<file path="src/rtl/riscv_pkg.sv">
// Shared core definitions: DataRAM geometry and the read-return owner encoding.
package riscv_pkg;
   localparam int DMEM_ADDR_WIDTH = 8;
   localparam int XLEN            = 32;

   typedef enum logic [1:0] {
      OWN_NONE = 2'd0,
      OWN_CORE = 2'd1,
      OWN_EXT  = 2'd2
   } owner_e;
endpackage

</file>
<file path="src/rtl/dmem_arbiter.sv">
// Shares the single-port DataRAM between the MEM stage and an external loader/debug port.
// Core has default priority; ext is forced through after STARVE_LIMIT consecutive lost cycles.
module dmem_arbiter
   import riscv_pkg::*;
#(
   parameter int ADDR_WIDTH   = DMEM_ADDR_WIDTH,
   parameter int DATA_WIDTH   = XLEN,
   parameter int STARVE_LIMIT = 4
) (
   input  logic                  clock,
   input  logic                  clear,
   input  logic                  core_rd,
   input  logic                  core_wr,
   input  logic [ADDR_WIDTH-1:0] core_addr,
   input  logic [DATA_WIDTH-1:0] core_wdata,
   output logic                  core_stall,
   output logic [DATA_WIDTH-1:0] core_rdata,
   output logic                  core_rvalid,
   input  logic                  ext_req,
   input  logic                  ext_we,
   input  logic [ADDR_WIDTH-1:0] ext_addr,
   input  logic [DATA_WIDTH-1:0] ext_wdata,
   output logic                  ext_gnt,
   output logic [DATA_WIDTH-1:0] ext_rdata,
   output logic                  ext_rvalid,
   output logic [ADDR_WIDTH-1:0] mem_addr,
   output logic [DATA_WIDTH-1:0] mem_din,
   output logic                  mem_wren,
   input  logic [DATA_WIDTH-1:0] mem_dout
);

   localparam int CNT_W = $clog2(STARVE_LIMIT + 1);
   localparam logic [CNT_W-1:0] LIMIT_C = CNT_W'(STARVE_LIMIT);

   logic [CNT_W-1:0] wait_cnt_q, wait_cnt_d;
   owner_e           rd_owner_q, rd_owner_d;

   logic core_act;
   logic force_ext;
   logic ext_win;
   logic core_win;

   always_comb begin
      // A store with core_rd also set is just a store.
      core_act  = core_rd | core_wr;
      force_ext = core_act & ext_req & (wait_cnt_q == LIMIT_C);
      ext_win   = ~clear & ext_req & (~core_act | force_ext);
      core_win  = ~clear & core_act & ~force_ext;

      ext_gnt    = ext_win;
      core_stall = ~clear & force_ext;

      mem_addr = ext_win ? ext_addr  : core_addr;
      mem_din  = ext_win ? ext_wdata : core_wdata;
      mem_wren = ext_win ? ext_we    : (core_win & core_wr);

      wait_cnt_d = wait_cnt_q;
      if (clear || !ext_req || ext_win) begin
         wait_cnt_d = '0;
      end else if (wait_cnt_q < LIMIT_C) begin
         wait_cnt_d = wait_cnt_q + 1'b1;
      end

      rd_owner_d = OWN_NONE;
      if (ext_win && !ext_we) begin
         rd_owner_d = OWN_EXT;
      end else if (core_win && !core_wr) begin
         rd_owner_d = OWN_CORE;
      end
   end

   always_ff @(posedge clock) begin
      if (clear) begin
         wait_cnt_q <= '0;
         rd_owner_q <= OWN_NONE;
      end else begin
         wait_cnt_q <= wait_cnt_d;
         rd_owner_q <= rd_owner_d;
      end
   end

   // Read data is shared; only the owner's rvalid qualifies it. A clear drops the in-flight read.
   assign core_rvalid = ~clear & (rd_owner_q == OWN_CORE);
   assign ext_rvalid  = ~clear & (rd_owner_q == OWN_EXT);
   assign core_rdata  = mem_dout;
   assign ext_rdata   = mem_dout;

endmodule

</file>
<file path="config.mk">
export PLATFORM = sky130hd
export DESIGN_NAME = dmem_arbiter
export DESIGN_NICKNAME = d
export VERILOG_FILES = /design/src/rtl/riscv_pkg.sv /design/src/rtl/dmem_arbiter.sv
export SDC_FILE = /design/constraint.sdc
export NUM_CORES = 1
export LEC_CHECK = 0
export BUFFER_PORTS_ARGS = -buffer_cell sky130_fd_sc_hd__buf_2
export CAP_MARGIN = 20
export CORE_AREA = 2 2 89 91
export CTS_CLUSTER_SIZE = 12
export DETAILED_ROUTE_END_ITERATION = 8
export DIE_AREA = 0 0 91 93
export GPL_TIMING_DRIVEN = 0
export PLACE_DENSITY = 0.62
export SLEW_MARGIN = 20
export SYNTH_ARGS = -nofsm -noshare
export SYNTH_HDL_FRONTEND = slang
export SYNTH_SLANG_ARGS = --single-unit
</file>
<file path="constraint.sdc">
create_clock -name clock -period 3.1 [get_ports clock]
set_clock_uncertainty 0.05 [all_clocks]
set_input_delay 0.155 -clock clock [delete_from_list [all_inputs] [get_ports clock]]
set_output_delay 0.155 -clock clock [all_outputs]
set_load 0.01 [all_outputs]
</file>
==> out/results.ini <==
[status]
outcome = finished, final reports clean

[logic_synthesis]
most_numerous_cell_in_the_yosys_netlist = sky130_fd_sc_hd__buf_4
net_count_after_synthesis = 259
netlist.top_cell.by_area = sky130_fd_sc_hd__mux2_4
postSynthRegisterBits = 5
post_synth_adder_cell_area_pct = 1.77
synth.top_cells.by_area = sky130_fd_sc_hd__mux2_4, sky130_fd_sc_hd__buf_4, sky130_fd_sc_hd__dfxtp_1, sky130_fd_sc_hd__buf_6, sky130_fd_sc_hd__o2bb2ai_4
yosysUniqueCellTypes = 20
post_synth_inst_count = 139
synth_compound_gate_area_share_pct = 4.06
syn-cell-area_mm2 = 0.00142
combinational_family_with_the_most_area_after_synthesis = multiplexers
synth_top_flop_cell = sky130_fd_sc_hd__dfxtp_1
synthXorXnorAreaFrac_pct = 0.618
synthMuxAreaShare_pct = 42.5
yosysSeqAreaShare_pct = 7.06
synth-simple-area-share_pct = 5.56
synth_enable_flop_cells = 0
yosys_warnings = 0
synth_top_cells_by_count = sky130_fd_sc_hd__buf_4, sky130_fd_sc_hd__mux2_4, sky130_fd_sc_hd__nor2_1
per_instance_average_area_after_synthesis_um2 = 10.2
synth_async_sr_flop_share_pct = 0
post-synth-top-area-fraction_pct = 40.2

[die]
num_rows = 32
placeableCoreArea_mm2 = 0.00753
num_io_pins = 227
die-height_um = 93
die_area_mm2 = 0.00846
start_util_pct = 18.8
die_x_um = 91

[global_routing]
groute.layer.met3.usage_pct = 2.26
grt_pass1_vias = 1409
largest_net_degree_at_the_start_of_global_routing = 11
overflow = 0
grt_pass1_wl_mm = 6.56
grt_busiest_layer = met2
initial_antenna_violation_count = 0
groute.layer.met2.usage_pct = 18.2
track_usage_pct = 9.21
gr-usage-met1_pct = 9.84

[sta]
timing.final.hold_violations = 0
worst-slew-pin-transition_ns = 0.193
fin_tns_setup_ns = 0
post-route-period-util_pct = 65.8
setup_slack_ns = 1.06
timing.max_slew.rel_slack_pct = 87.1
setup_viol_count_final = 0
grt_setup_unrepaired = no
maxClockFrequency_ghz = 0.490
final-max-slew-violation-count = 0
final.min_clock_period_ns = 2.04

[route]
via_count = 1585
drt_drc_violations_left = 0
routed_wl_mm = 4.67
drtIter0Drc = 6
drt_first_pass_iters = 4
avgRoutedWirePerCell_um = 10.6
avgViaCountPerCell = 3.61
antenna_violation_net_count_after_detailed_routing = 0

[clock_network]
insertion_delay_ns = 0.22
cts_repair_resize_count = 0
cts.reportedPaths.clkPinSlew_ns = 0.04
cts.hold.buffers_added = 0
cts_htree_levels = 1
clock_tree.root_cell = sky130_fd_sc_hd__clkbuf_8
cts_inserted_buffers = 3
cts_tree = built
post_cts_buffers = 0
cts_sinks = 5
worst_case_clock_buffer_depth = 2

[worst_setup_path]
timing.reg2reg.worst_path_depth = 6
timing.critical_path.max_delay_family = buffers and inverters
cp_slowest_cell = sky130_fd_sc_hd__dfxtp_1
path_cells = inv_1 > ha_1 > o2bb2ai_4 > nand2_4 > buf_6 > mux2_4 > buf_2
reg2reg_slack_ns = 1.74
regToRegStartpoint = wait_cnt_q[0]$_SDFFE_PP0N_
crit-reg2reg-capture = rd_owner_q[1]$_SDFF_PP0_
critPathArrivalTime_ns = 1.84
cp_num_buf_inv = 3
worst-setup-path-type = flop to output pin
startpoint_type = flop
timing.critical_path.fanout_max = 10
cpPeakStageDelay_ns = 0.36
cp-end-kind = output pin
critical_path_required_ns = 2.89

[worst_hold_path]
min-delay-start = ext_we
whs_path_depth = 2
hold-path-endpoint = rd_owner_q[1]$_SDFF_PP0_
holdCritPathClass = primary input to flop

[cells_and_area]
syn2layout_area_growth_pct = 80.7
antenna_cells = 0
finalInstanceArea_mm2 = 0.00256
layout_nets = 458
drive_above_1_share_pct = 92.0

[job]
cap_viol_max_count = 0

[pwr]
worst_ir_drop_vdd_uv = 252
totalPowerFinal_mw = 0.501
power_density_mw_per_mm2 = 195
p_leak_nw = 1.63

[place]
detailedPlace.worstSlack_ns = 1.27
io_buffer_count = 194
dpl_wire_length_mm = 4.18
gpl.final_weighted_congestion = 0.640
dpl_cell_area_mm2 = 0.00252

-- per-stage QoR --
| stage | std cells | utilization (%) | hold slack (ns) |
|---|---|---|---|
| 2_1_floorplan | 139 | - | 0.177 |
| 3_3_place_gp | 435 | 33.4 | 0.302 |
| 3_5_place_dp | 435 | 33.4 | 0.302 |
| 4_1_cts | 439 | 34.0 | 0.0665 |
| 5_1_grt | 439 | 34.0 | 0.0715 |
| 6_report | 439 | 34.0 | 0.0665 |
-- final cells by class --
type | instances | area, um2
fill | 820 | 4970
timing repair buffer | 194 | 971
multi-input combinational | 62 | 773
buffer | 69 | 533
tap | 102 | 128
sequential | 5 | 100
clock buffer | 4 | 45.0
inverter | 3 | 11.3
-- cell families after synthesis --
group / Yosys count
buf+inv: 72
flops: 5
compound gates: 4
mux: 41
xor+xnor: 1
simple gates: 14
fa+ha+maj: 2
-- sequential cells by signal, indices dropped and copies added, names as in the netlist --
signal and count:
wait_cnt_q 3, rd_owner_q 2
-- layer usage --
layer | vias up | wire length, um
met1 | 697 | 1650
li1 | 797 | -
met4 | 0 | 18
met5 | - | 0
met3 | 2 | 452
met2 | 89 | 2540
-- power breakdown --
part / internal [mW] / switching [mW] / total [mW]
Sequential: 0.0666 / 0.00123 / 0.0678
Clock: 0.0884 / 0.0329 / 0.121
Combinational: 0.195 / 0.117 / 0.312
Total: 0.349 / 0.151 / 0.501
-- worst max-delay path by stage --
stage	startpoint	cells past startpoint	endpoint
2_1_floorplan	wait_cnt_q[0]$_SDFFE_PP0N_	6	mem_addr[0]
6_report	wait_cnt_q[0]$_SDFFE_PP0N_	7	mem_din[9]
3_5_place_dp	wait_cnt_q[0]$_SDFFE_PP0N_	7	mem_din[9]
3_3_place_gp	wait_cnt_q[0]$_SDFFE_PP0N_	7	mem_din[9]
5_1_grt	wait_cnt_q[0]$_SDFFE_PP0N_	7	mem_din[9]
4_1_cts	wait_cnt_q[0]$_SDFFE_PP0N_	7	mem_din[9]
-- layout by cell type, fill, tap and decap left out --
cell                        Yosys  layout
sky130_fd_sc_hd__a32oi_1        1       1
sky130_fd_sc_hd__xor2_1         1       1
sky130_fd_sc_hd__nand2_4        1       1
sky130_fd_sc_hd__buf_2          0     194
sky130_fd_sc_hd__clkbuf_1       0       1
sky130_fd_sc_hd__mux2_2         2       2
sky130_fd_sc_hd__ha_1           2       2
sky130_fd_sc_hd__o2bb2ai_4      1       1
sky130_fd_sc_hd__and3_1         1       1
sky130_fd_sc_hd__nor2_1         7       7
sky130_fd_sc_hd__buf_4         65      65
sky130_fd_sc_hd__nand3_1        1       1
sky130_fd_sc_hd__buf_6          4       4
sky130_fd_sc_hd__nor2b_2        1       1
sky130_fd_sc_hd__o2111a_1       1       1
sky130_fd_sc_hd__mux2_4        38      38
sky130_fd_sc_hd__mux2i_1        1       1
sky130_fd_sc_hd__inv_1          3       3
sky130_fd_sc_hd__clkbuf_8       0       3
sky130_fd_sc_hd__nor3b_1        2       2
sky130_fd_sc_hd__nand2b_1       1       1
sky130_fd_sc_hd__dfxtp_1        5       5
sky130_fd_sc_hd__a21bo_2        1       1
No activity file was read; power rests on OpenSTA's default activity.
